[config.mk]
export PLATFORM = sky130hd
export DESIGN_NAME = wam_hit
export DESIGN_NICKNAME = d
export VERILOG_FILES = /design/src/rtl/wam_hit.sv
export SDC_FILE = /design/constraint.sdc
export NUM_CORES = 1
export LEC_CHECK = 0
export ABC_CLOCK_PERIOD_IN_PS = 5000
export BUFFER_PORTS_ARGS = -buffer_cell sky130_fd_sc_hd__buf_2
export CAP_MARGIN = 20
export CORE_ASPECT_RATIO = 1.4
export CORE_UTILIZATION = 40
export CTS_CLUSTER_DIAMETER = 40
export CTS_CLUSTER_SIZE = 24
export DETAILED_ROUTE_END_ITERATION = 12
export PLACE_DENSITY = 0.58
export SKIP_LAST_GASP = 1
export SYNTH_ARGS = -nofsm -noshare
export SYNTH_HDL_FRONTEND = slang
export SYNTH_SLANG_ARGS = --single-unit
[constraint.sdc]
create_clock -name clk -period 5 [get_ports clk]
set_clock_uncertainty 0.15 [all_clocks]
set_input_delay 1 -clock clk [delete_from_list [all_inputs] [get_ports clk]]
set_output_delay 1 -clock clk [all_outputs]
set_load 0.05 [all_outputs]
[src/rtl/wam_hit.sv]
// Whac-a-mole hit judge: synchronises and debounces the player buttons, queues
// presses, judges them one per cycle against the mole lives, keeps BCD score/miss.
module wam_hit #(
  parameter int NHOLE = 8,
  parameter int LIFEW = 4
) (
  input  logic                   clk,
  input  logic                   clr,
  input  logic                   en,
  input  logic                   tick,
  input  logic [NHOLE-1:0]       btn,
  input  logic [NHOLE*LIFEW-1:0] holes,
  output logic [NHOLE-1:0]       whack,
  output logic [7:0]             score,
  output logic [7:0]             miss,
  output logic [3:0]             streak
);

  localparam logic [NHOLE-1:0] ONE = NHOLE'(1);

  logic [NHOLE-1:0] sync1_reg, bs_reg;
  logic [NHOLE-1:0] db_reg, db_next;
  logic [NHOLE-1:0] pending_reg, whack_reg;
  logic [NHOLE-1:0] alive, rises, pick;
  logic [7:0]       score_reg, miss_reg;
  logic [3:0]       streak_reg;
  logic             sel_hit;

  // Saturating two-digit BCD increment; goes through binary so the digits stay legal.
  function automatic logic [7:0] bcd_add_sat(input logic [7:0] v, input logic [1:0] inc);
    logic [7:0] sum, tens, units;
    sum = {4'd0, v[7:4]} * 8'd10 + {4'd0, v[3:0]} + {6'd0, inc};
    if (sum > 8'd99)
      sum = 8'd99;
    tens  = sum / 8'd10;
    units = sum % 8'd10;
    return {tens[3:0], units[3:0]};
  endfunction

  genvar gi;
  generate
    for (gi = 0; gi < NHOLE; gi++) begin : g_btn
      logic [2:0] hist_reg;
      logic [2:0] hist_new;

      assign hist_new = {hist_reg[1:0], bs_reg[gi]};
      assign alive[gi] = |holes[LIFEW*gi +: LIFEW];
      assign db_next[gi] = !tick                ? db_reg[gi] :
                           (hist_new == 3'b111) ? 1'b1 :
                           (hist_new == 3'b000) ? 1'b0 : db_reg[gi];

      always_ff @(posedge clk) begin
        if (clr)
          hist_reg <= 3'b000;
        else if (tick)
          hist_reg <= hist_new;
      end
    end
  endgenerate

  assign rises   = db_next & ~db_reg;
  // Isolate the lowest set pending bit (two's-complement trick).
  assign pick    = pending_reg & (~pending_reg + ONE);
  assign sel_hit = |(pick & alive);

  always_ff @(posedge clk) begin
    if (clr) begin
      sync1_reg   <= '0;
      bs_reg      <= '0;
      db_reg      <= '0;
      pending_reg <= '0;
      whack_reg   <= '0;
      score_reg   <= 8'h00;
      miss_reg    <= 8'h00;
      streak_reg  <= 4'd0;
    end else begin
      sync1_reg <= btn;
      bs_reg    <= sync1_reg;
      db_reg    <= db_next;
      whack_reg <= '0;
      if (!en) begin
        pending_reg <= '0;
      end else if (pending_reg != '0) begin
        pending_reg <= (pending_reg & ~pick) | rises;
        if (sel_hit) begin
          whack_reg  <= pick;
          score_reg  <= bcd_add_sat(score_reg, (streak_reg >= 4'd2) ? 2'd2 : 2'd1);
          streak_reg <= (streak_reg == 4'd15) ? 4'd15 : streak_reg + 4'd1;
        end else begin
          miss_reg   <= bcd_add_sat(miss_reg, 2'd1);
          streak_reg <= 4'd0;
        end
      end else begin
        pending_reg <= rises;
      end
    end
  end

  assign whack  = whack_reg;
  assign score  = score_reg;
  assign miss   = miss_reg;
  assign streak = streak_reg;

endmodule

* Word level (Yosys, flattened, before mapping)
Cells that the tools add are included.
** Storage, ports and cells
- Bits in latches :: 0
- Register bits after elaboration :: 76
- Memory bits (writable) :: 0
- Memories kept :: 0
- Output and inout bits :: 28
- Memory bits (read-only) :: 0
- Input bits :: 44
** Cells by class
- Mux-type cells :: 38
- Bitwise gates (word level) :: 11
- $lt $le $gt $ge :: 3
- Equal/unequal tests :: 9
- Add/subtract/negate cells :: 6
- Div/mod/pow operators :: 4
- $mul :: 2
- Reductions and logical operators :: 23
- Shifts and indexed selects :: 0
** Operators with widths (count)
- 8-bit two-way mux :: 11
- 4-bit OR reduction :: 9
- 8-bit AND :: 4
- 3-bit == test, second input constant :: 8
- 3-bit zero test :: 8
- 1-bit two-way mux :: 24
- 8-bit inverter :: 3
- 8-bit by 1-bit adder with 8-bit output, second input constant :: 2
- 8-bit by 4-bit adder with 8-bit output :: 2
- 8-bit by 4-bit divider with 8-bit output, second input constant :: 2
- 8-bit by 7-bit > comparator with 1-bit output, second input constant :: 2
- 8-bit by 4-bit remainder unit with 8-bit output, second input constant :: 2
- 4-bit by 3-bit multiplier with 7-bit output, second input constant :: 2
- 8-bit by 2-bit adder with 8-bit output :: 1
- 4-bit two-way mux :: 2
- 8-bit bitwise OR :: 1
- 8-bit nonzero test :: 1
- 8-bit OR reduction :: 1
- 3-bit AND reduction :: 2
- 4-bit by 1-bit adder with 4-bit output, second input constant :: 1
- 4-bit == test, second input constant :: 1
- 4-bit by 2-bit greater-or-equal comparator with 1-bit output, second input constant :: 1
- 1-bit inverter :: 3
- 2-bit two-way mux :: 1
- 2 further kinds :: 2

* Depth between registers and ports, before layout
Gate-level depths: netlist (run 1).
- Word-level depth :: 10
- Gate-level depth with buffers :: 23

* Least setup slack after synthesis (run 1)
Ideal clock, no wire load.
- Path kind :: reg2reg
- From :: reg streak_reg[0] (netlist: streak[0])
- To :: reg score_reg[3] (netlist: score[3])
- Required time :: 4.728 ns
- Setup time :: 0.122 ns
- Buffers on the path :: 1
- Cell stages (with the launch flop) :: 23
- Setup slack :: -0.277 ns
- Arrival :: 5.005 ns
- Cell sequence :: dfxtp_1 inv_1 ha_1 nor4_1 fa_1 inv_1 ha_1 inv_1 fa_1 nand2b_1 a21boi_0 o211ai_1 xor2_1 a21oi_1 o21a_1 clkbuf_1 nand2_1 a21oi_1 a21oi_1 ha_1 a21oi_1 nor3b_1 o311a_1
** Between the ends
- Longest elaborated chain between the ends :: 10
** Ends and longest elaborated chain
- start: declaration :: RTL line 26 : logic [3:0] streak_reg;
- start signal: assignment :: RTL line 88 : streak_reg <= (streak_reg == 4'd15) ? 4'd15 : streak_reg + 4'd1;
- 4-bit by 2-bit greater-or-equal comparator with 1-bit output (*) :: RTL line 87 : score_reg <= bcd_add_sat(score_reg, (streak_reg >= 4'd2) ? 2'd2 : 2'd1);
- 2-bit two-way mux (*) :: RTL line 87
- 8-bit by 2-bit adder with 8-bit output (*) :: RTL line 32 : sum = {4'd0, v[7:4]} * 8'd10 + {4'd0, v[3:0]} + {6'd0, inc};
- 8-bit by 7-bit > comparator with 1-bit output :: RTL line 33 : if (sum > 8'd99)
- 8-bit two-way mux (*) :: RTL line 33
- 8-bit two-way mux (*) :: RTL line 85 : if (sel_hit) begin
- 8-bit two-way mux (*) :: RTL line 83 : end else if (pending_reg != '0) begin
- 8-bit two-way mux (*) :: RTL line 81 : if (!en) begin
- 8-bit two-way mux (*) :: RTL line 67 : if (clr) begin
- 8-bit by 4-bit remainder unit with 8-bit output (*) :: RTL line 36 : units = sum % 8'd10;
- end signal: assignment :: RTL line 87
- end: declaration :: RTL line 25 : logic [7:0] score_reg, miss_reg;
Every way passes the cells marked *; elsewhere a longest branch is shown, timed or not. The select of a mux whose other input is x is not followed.
A chain may end at the register's enable or synchronous reset.

* Worst setup path after layout (run 1)
Ends and elaborated chain as after synthesis.

==> results of run 1 <==
worst max-delay path: stages (launching register included):
cell      delay [ns]
dfxtp_2         0.37
inv_1           0.05
ha_1            0.19
nor4_2          0.23
fa_1            0.47
inv_1           0.06
ha_1            0.18
inv_1           0.06
fa_1            0.41
nand2b_1        0.20
a21boi_1        0.27
o211ai_1        0.13
xor2_1          0.20
a21o_1          0.22
or3_1           0.37
nor2_1          0.16
a21oi_1         0.09
ha_1            0.21
a21oi_1         0.12
nor3b_1         0.06
o311a_1         0.34
layout by cell type (no fill, tap or decap), drive strengths merged, types with 3 or more instances in the layout:
master / count
xnor2: 8
nand2: 23
inv: 28
buf: 76
a21oi: 37
nand3: 13
o41ai: 6
o31ai: 9
a41oi: 3
or3: 5
dfxtp: 76
or4: 3
xor2: 11
nor3: 11
mux2i: 21
fa: 5
a211oi: 8
clkinv: 3
ha: 22
a21o: 3
and2: 4
o22ai: 8
clkbuf: 11
a31oi: 6
a22o: 4
nor2b: 21
nand2b: 7
and3: 13
nor2: 49
nand3b: 7
nor4: 7
nor3b: 4
or2: 5
o21ai: 31
path summary, 6_finish.rpt:
check               start        end  slack, ns  cells past startpoint
max             streak[0]   score[3]       0.33                     20
min          sync1_reg[1]  bs_reg[1]       0.28                      1
max reg2reg     streak[0]   score[3]       0.33                     20
min reg2reg  sync1_reg[1]  bs_reg[1]       0.28                      1
area by class of cell:
class | instances | area [um^2]
Clock buffer | 11 | 253
Clock inverter | 5 | 35.0
Fill cell | 1016 | 5370
Inverter | 27 | 101
Multi-Input combinational cell | 386 | 2670
Sequential cell | 76 | 1520
Tap cell | 138 | 173
Timing Repair Buffer | 76 | 393
routing by layer:
metal  vias up  wire [um]  track usage
li1       2004          -            -
met4         0        114       0.0607
met1      1817       4430        0.219
met5         -          0            0
met3        12        371       0.0254
met2        82       4940        0.308
per-stage QoR:
step / setup slack (ns) / cell area, um^2 / instances / util / hold slack (ns)
6_report: 0.332 / 5150 / 719 / 0.490 / 0.284
3_3_place_gp: 0.194 / 4850 / 703 / 0.461 / 0.267
4_1_cts: 0.0261 / 5140 / 719 / 0.489 / 0.285
3_5_place_dp: 0.0538 / 4850 / 703 / 0.461 / 0.270
5_1_grt: 0.0349 / 5150 / 719 / 0.490 / 0.306
2_1_floorplan: 0.0405 / 4390 / 515 / - / 0.264
synthesized netlist by cell type, types with 4 or more instances:
cell type  instances  area (um^2)
nor3_1            10         50.1
nor4_1             7         43.8
clkbuf_1          20         75.1
ha_1              22          275
o21ai_0           29          145
buf_2              4         20.0
and3_1            13         81.3
or2_1              4         25.0
inv_1             27          101
nand3b_1           7         52.6
a31oi_1            6         37.5
dfxtp_1           76         1520
nor2_1            49          184
fa_1               5          100
nor3b_1            4         30.0
a22o_1             4         35.0
xnor2_1            8         70.1
a21oi_1           37          185
nand3_1           13         65.1
xor2_1            11         96.3
nand2b_1           6         37.5
and2_1             4         25.0
a211oi_1           6         45.0
nand2_1           23         86.3
o31ai_1            9         67.6
mux2i_1           21          210
nor2b_1           21          131
o22ai_1            8         50.1
or3_1              5         31.3
o41ai_1            6         52.6
cells by family after synthesis:
kind of cell | after synthesis | synth area share
simple gates | 178 | 0.217
compound gates | 141 | 0.217
flops | 76 | 0.347
buf+inv | 53 | 0.0473
fa+ha+maj | 27 | 0.0856
mux | 21 | 0.0479
xor+xnor | 19 | 0.0379
power by group:
| group | internal, W | total (W) | leakage [nW] | switching [W] |
|---|---|---|---|---|
| registers | 0.000614 | 0.000618 | 0.617 | 0.00000420 |
| clock network | 0.000364 | 0.000609 | 0.142 | 0.000245 |
| logic | 0.0000207 | 0.0000424 | 1.41 | 0.0000217 |
==> qor.csv, run 1 <==
metric,value,unit
"Hold-fix buffers, CTS",0,
vias per cell,5.45,
GPL Wtd Cong,0.857,
fmax,214,MHz
CTS tree,yes,
global-route wire length before repair,16.5,mm
Post-Syn Nets,586,
CP Launch Type,register,
Hold/Removal Path Class,reg -> reg,
Root Buffer,clkbuf_16,
Slew headroom,0.421,
synthesized area,0.00439,mm^2
fin nets,647,
Slew @ Worst Pin,0.865,ns
Post-synth EDFFs,0,
Die Ht,126,um
Final min period,4.67,ns
share of synthesized flip-flops with an asynchronous set or reset,0,
Post-Syn Area per Cell,8.52,um^2
DR WL/cell,13.7,um
DP Wirelength,7.60,mm
CP Max Fanout,6,
vias,3915,
CTS Buf Count,9,
Max-cap violations,0,
yosys warns,0,
initial antenna violation count,0,
CP endpoint kind,register,
CTS sink cnt,76,
port bufs,71,
largest net degree at the start of global routing,55,
GRT Total Usage,0.176,
DRC,0,
RSZ-0062 raised after global routing,no,
Setup CP Type,reg -> reg,
Synth Register Bits,76,
Power Total,0.00127,W
CTS resizes,0,
Starting Density,0.417,
Worst EP arrival,4.74,ns
post-CTS setup buffers,0,
Final Setup Violations,0,
Post-Synthesis Cells,515,
required time worst endpoint,5.07,ns
"Seq/Total Area, Yosys",0.347,
Total Neg Setup Slack,0,ns
1st-pass router iterations,4,
Main synth FF type,dfxtp_1,
worst vdd ir,0.000163,V
share of cells above drive strength 1,0.179,
Core Footprint,0.0105,mm^2
Die Span X,90.5,um
Final ANT Viol Nets,0,
"Distinct cells, synth",67,
1st-iter DRT viols,156,
"Clk Latency, worst-skew pair",0.33,ns
P per Cell Area,247,mW/mm^2
Area Overhead vs Synth,17.4,%
Final period util,0.934,
clock slew at reported path FFs,0.06,ns
WL final,9.86,mm
Ports,72,
H-Tree Depth,3,
num rows,44,
Clock Path Buffers,2,
Leakage,2.17,nW
DIE AREA,0.0114,mm^2
status,finished clean,
vias in the first global route,3576,
Max Transition Viols Final,0,
GR Overflow Total,0,
final hold vios,0,
Antenna diodes,0,
max FFs per register,16,
(Power assumes the default switching activity.)
==> run 2: changes to the inputs <==
--- a/config.mk
+++ b/config.mk
@@ -8,7 +8,7 @@
 export ABC_CLOCK_PERIOD_IN_PS = 5000
 export BUFFER_PORTS_ARGS = -buffer_cell sky130_fd_sc_hd__buf_2
 export CAP_MARGIN = 20
-export CORE_ASPECT_RATIO = 1.4
+export CORE_ASPECT_RATIO = 0.8
 export CORE_UTILIZATION = 40
 export CTS_CLUSTER_DIAMETER = 40
 export CTS_CLUSTER_SIZE = 24
==> qor.csv, run 2 (same netlist as run 1, synthesis figures left out) <==
metric,value,unit
Hold/Removal Path Class,reg -> reg,
area post-placement,0.00486,mm^2
CP Max Fanout,6,
Ports,72,
1st-iter DRT viols,191,
num rows,33,
Hold Path Origin,sync1_reg[3],
Core Footprint,0.0104,mm^2
Max Transition Viols Final,0,
largest net degree at the start of global routing,55,
flop2flop setup slack,0.36,ns
share of cells above drive strength 1,0.184,
max FFs per register,16,
global-route wire length before repair,16.4,mm
Starting Density,0.420,
RSZ-0062 raised after global routing,no,
1st-pass router iterations,4,
Slew @ Worst Pin,0.934,ns
vias per cell,5.27,
final hold vios,0,
"Clk Latency, worst-skew pair",0.33,ns
clock slew at reported path FFs,0.06,ns
H-Tree Depth,3,
Area Overhead vs Synth,18.3,%
vias,3805,
Final ANT Viol Nets,0,
path depth of the worst reg2reg path,20,
Clock Path Buffers,2,
most frequent cells in the layout,"75 x dfxtp_1, 71 x buf_2, 49 x nor2_1, 36 x a21oi_1",
Final Setup Violations,0,
Final min period,4.64,ns
DRC,0,
Die Ht,95.7,um
Final period util,0.928,
CTS Buf Count,9,
Root Buffer,clkbuf_16,
port bufs,71,
P per Cell Area,247,mW/mm^2
required time worst endpoint,5.07,ns
Max-cap violations,0,
DP Wirelength,7.57,mm
CTS resizes,1,
vias in the first global route,3384,
"Hold-fix buffers, CTS",0,
CTS sink cnt,76,
worst vdd ir,0.000179,V
GPL Wtd Cong,0.858,
Setup CP Type,reg -> reg,
"leading cell type in the layout, fill and taps excluded",dfxtp_1,
GR Overflow Total,0,
CP endpoint kind,register,
status,finished clean,
GRT Total Usage,0.182,
post-CTS setup buffers,0,
initial antenna violation count,0,
fmax,216,MHz
worst hold stages,1,
Finished Cell Area,0.00519,mm^2
Slew headroom,0.375,
WL final,9.92,mm
Worst EP arrival,4.71,ns
fin nets,648,
DIE AREA,0.0114,mm^2
DR WL/cell,13.7,um
Antenna diodes,0,
worst r2r dst,score[3],
Leakage,2.19,nW
Die Span X,119,um
worst reg2reg path startpoint,streak[0],
Worst Hold End,bs_reg[3],
Total Neg Setup Slack,0,ns
CTS tree,yes,
CP Launch Type,register,
==> run 2: worst max-delay path, cell delays in order, from the launching register on <==
cell and delay (ns):
dfxtp_2 0.37, inv_1 0.05, ha_1 0.22, nor4_4 0.20
fa_1 0.46, inv_1 0.06, ha_1 0.19, inv_1 0.07
fa_1 0.44, nand2b_1 0.22, a21boi_2 0.20, o211ai_1 0.11
xor2_1 0.20, a21o_1 0.22, or3_1 0.37, nor2_1 0.15
a21oi_1 0.09, ha_1 0.21, a21oi_1 0.12, nor3b_1 0.07
o311a_1 0.35
==> run 2: worst max-delay path by stage <==
stage	start	end	depth (start not counted)
2_1_floorplan	streak[0]	score[3]	22
3_3_place_gp	streak[0]	score[3]	20
3_5_place_dp	streak[0]	score[3]	21
4_1_cts	streak[0]	score[3]	21
5_1_grt	streak[0]	score[3]	21
6_report	streak[0]	score[3]	20
==> run 2: layer usage <==
layer  track usage  vias to the layer above  wire (um)
li1              -                     1991          -
met1         0.255                     1744       5190
met2         0.276                       64       4250
met3        0.0502                        6        401
met4        0.0454                        0         64
met5             0                        -          0
==> run 2: report_power, final <==
| part | internal (W) | total [W] | switching, W |
|---|---|---|---|
| clock network | 0.000379 | 0.000623 | 0.000244 |
| registers | 0.000614 | 0.000619 | 0.00000453 |
| logic | 0.0000207 | 0.0000426 | 0.0000219 |
==> run 2: stage by stage <==
step	hold WS (ns)	total power [W]	worst slack [ns]	utilization	std cells
after global routing	0.297	0.00134	0.0354	0.497	722
after floorplan	0.264	0.000653	0.0405	-	515
after detailed placement	0.270	0.000675	0.0110	0.465	706
final	0.284	0.00128	0.361	0.497	722
after CTS	0.285	0.00130	0.109	0.494	722
after global placement	0.267	0.000673	0.242	0.465	706
==> run 2: cell type report <==
type                    instances  area [um^2]
inverters                      27          101
clock inverters                 4         30.0
well taps                     140          175
fillers                      1025         5260
multi-input cells             386         2690
repair buffers                 77          400
flip-flops and latches         76         1520
clock buffers                  12          267
==> run 3: changes to the inputs <==
--- a/config.mk
+++ b/config.mk
@@ -10,6 +10,7 @@
 export CAP_MARGIN = 20
 export CORE_ASPECT_RATIO = 0.8
 export CORE_UTILIZATION = 40
+export CTS_BUF_LIST = sky130_fd_sc_hd__clkbuf_16
 export CTS_CLUSTER_DIAMETER = 40
 export CTS_CLUSTER_SIZE = 24
 export DETAILED_ROUTE_END_ITERATION = 12
==> qor.csv, run 3 (same netlist as run 1, synthesis figures left out) <==
metric,value,unit
CTS sink cnt,76,
Leakage,2.18,nW
"leading cell type in the layout, fill and taps excluded",dfxtp_1,
Switching Fraction,0.217,
status,finished clean,
Final period util,0.928,
Slew headroom,0.375,
Max Transition Viols Final,0,
Worst EP arrival,4.71,ns
share of cells above drive strength 1,0.179,
Ports,72,
fin nets,648,
Final ANT Viol Nets,0,
WL final,9.91,mm
H-Tree Depth,3,
fmax,216,MHz
Slew @ Worst Pin,0.934,ns
largest net degree at the start of global routing,55,
Root Buffer,clkbuf_16,
switching pwr,0.000269,W
vias in the first global route,3377,
area post-placement,0.00486,mm^2
CP Max Fanout,6,
Die Ht,95.7,um
Int Pwr,0.000967,W
RSZ-0062 raised after global routing,no,
required time worst endpoint,5.07,ns
GR Overflow Total,0,
worst vdd ir,0.000177,V
Core Footprint,0.0104,mm^2
Finished Cell Area,0.00516,mm^2
DIE AREA,0.0114,mm^2
"Clk Latency, worst-skew pair",0.33,ns
vias per cell,5.29,
Antenna diodes,0,
GRT Total Usage,0.182,
Logic pwr share,0.034,
CP endpoint kind,register,
clock slew at reported path FFs,0.06,ns
DRC,0,
DP Wirelength,7.57,mm
Starting Density,0.420,
port bufs,71,
GPL Wtd Cong,0.858,
most frequent cells in the layout,"75 x dfxtp_1, 71 x buf_2, 49 x nor2_1, 36 x a21oi_1",
Area Overhead vs Synth,17.6,%
P per Cell Area,240,mW/mm^2
num rows,33,
Clock Path Buffers,2,
DR WL/cell,13.7,um
Sequential Power Share,0.500,
max FFs per register,16,
Setup CP Type,reg -> reg,
vias,3816,
initial antenna violation count,0,
final hold vios,0,
CTS Buf Count,9,
1st-iter DRT viols,205,
global-route wire length before repair,16.4,mm
Die Span X,119,um
post-CTS setup buffers,0,
Hold/Removal Path Class,reg -> reg,
Final Setup Violations,0,
clock network fraction of total power,0.465,
1st-pass router iterations,4,
Max-cap violations,0,
CTS tree,yes,
Final min period,4.64,ns
CP Launch Type,register,
Total Neg Setup Slack,0,ns
"Hold-fix buffers, CTS",0,
[run 3: cell types whose count changed in the layout (fill, tap and decap cells not counted)]
cell | previous run | this run
clkbuf_8 | 3 | 0
clkinv_1 | 0 | 3
[run 3: worst paths after layout]
kind / startpoint / to / slack (ns) / cells past startpoint
max reg2reg: streak[0] / score[3] / 0.36 / 20
min reg2reg: sync1_reg[5] / bs_reg[5] / 0.28 / 1
min: sync1_reg[5] / bs_reg[5] / 0.28 / 1
max: streak[0] / score[3] / 0.36 / 20
[run 3: through the flow]
stage,hold WS (ns),setup slack (ns),std cells,total power (W),util
after floorplan,0.264,0.0405,515,0.000653,-
after global placement,0.267,0.242,706,0.000673,0.465
after detailed placement,0.270,0.0110,706,0.000675,0.465
after CTS,0.285,0.109,722,0.00126,0.491
after global routing,0.295,0.0354,722,0.00129,0.494
final,0.282,0.362,722,0.00124,0.494
[run 3: repair_timing]
action                                  in CTS  in global routing
cloned                                       0                  0
gates resized for setup                      1                  7
endpoints found under the setup margin       1                  2
hold endpoints to repair                     0                  0
[run 3: final cells by class]
cell class              instances  area, um^2
well taps                     140         175
multi-input cells             386        2690
fillers                      1030        5290
inverters                      27         101
clock buffers                   9         225
repair buffers                 77         400
clock inverters                 7        41.3
flip-flops and latches         76        1520
[run 3: worst max-delay path, cell delays in order (launching register included)]
cell and delay (ns):
dfxtp_2 0.37, inv_1 0.05, ha_1 0.22, nor4_4 0.20, fa_1 0.46, inv_1 0.06
ha_1 0.19, inv_1 0.07, fa_1 0.44, nand2b_1 0.22, a21boi_2 0.20, o211ai_1 0.11
xor2_1 0.20, a21o_1 0.22, or3_1 0.37, nor2_1 0.15, a21oi_1 0.09, ha_1 0.21
a21oi_1 0.12, nor3b_1 0.07, o311a_1 0.35
[run 3: routing by layer]
| metal | track usage | up-vias | share of wire |
|---|---|---|---|
| li1 | - | 1994 | - |
| met1 | 0.254 | 1750 | 0.52 |
| met2 | 0.276 | 66 | 0.43 |
| met3 | 0.0502 | 6 | 0.042 |
| met4 | 0.0454 | 0 | 0.0065 |
| met5 | 0 | - | 0 |
[run 3: power by group through the flow]
stage | combinational [W] | sequential (W) | clock, W
global placement | 0.0000418 | 0.000631 | 0
detailed placement | 0.0000428 | 0.000632 | 0
floorplan | 0.0000221 | 0.000630 | 0
global route | 0.0000474 | 0.000619 | 0.000623
finish | 0.0000426 | 0.000619 | 0.000575
CTS | 0.0000430 | 0.000618 | 0.000595
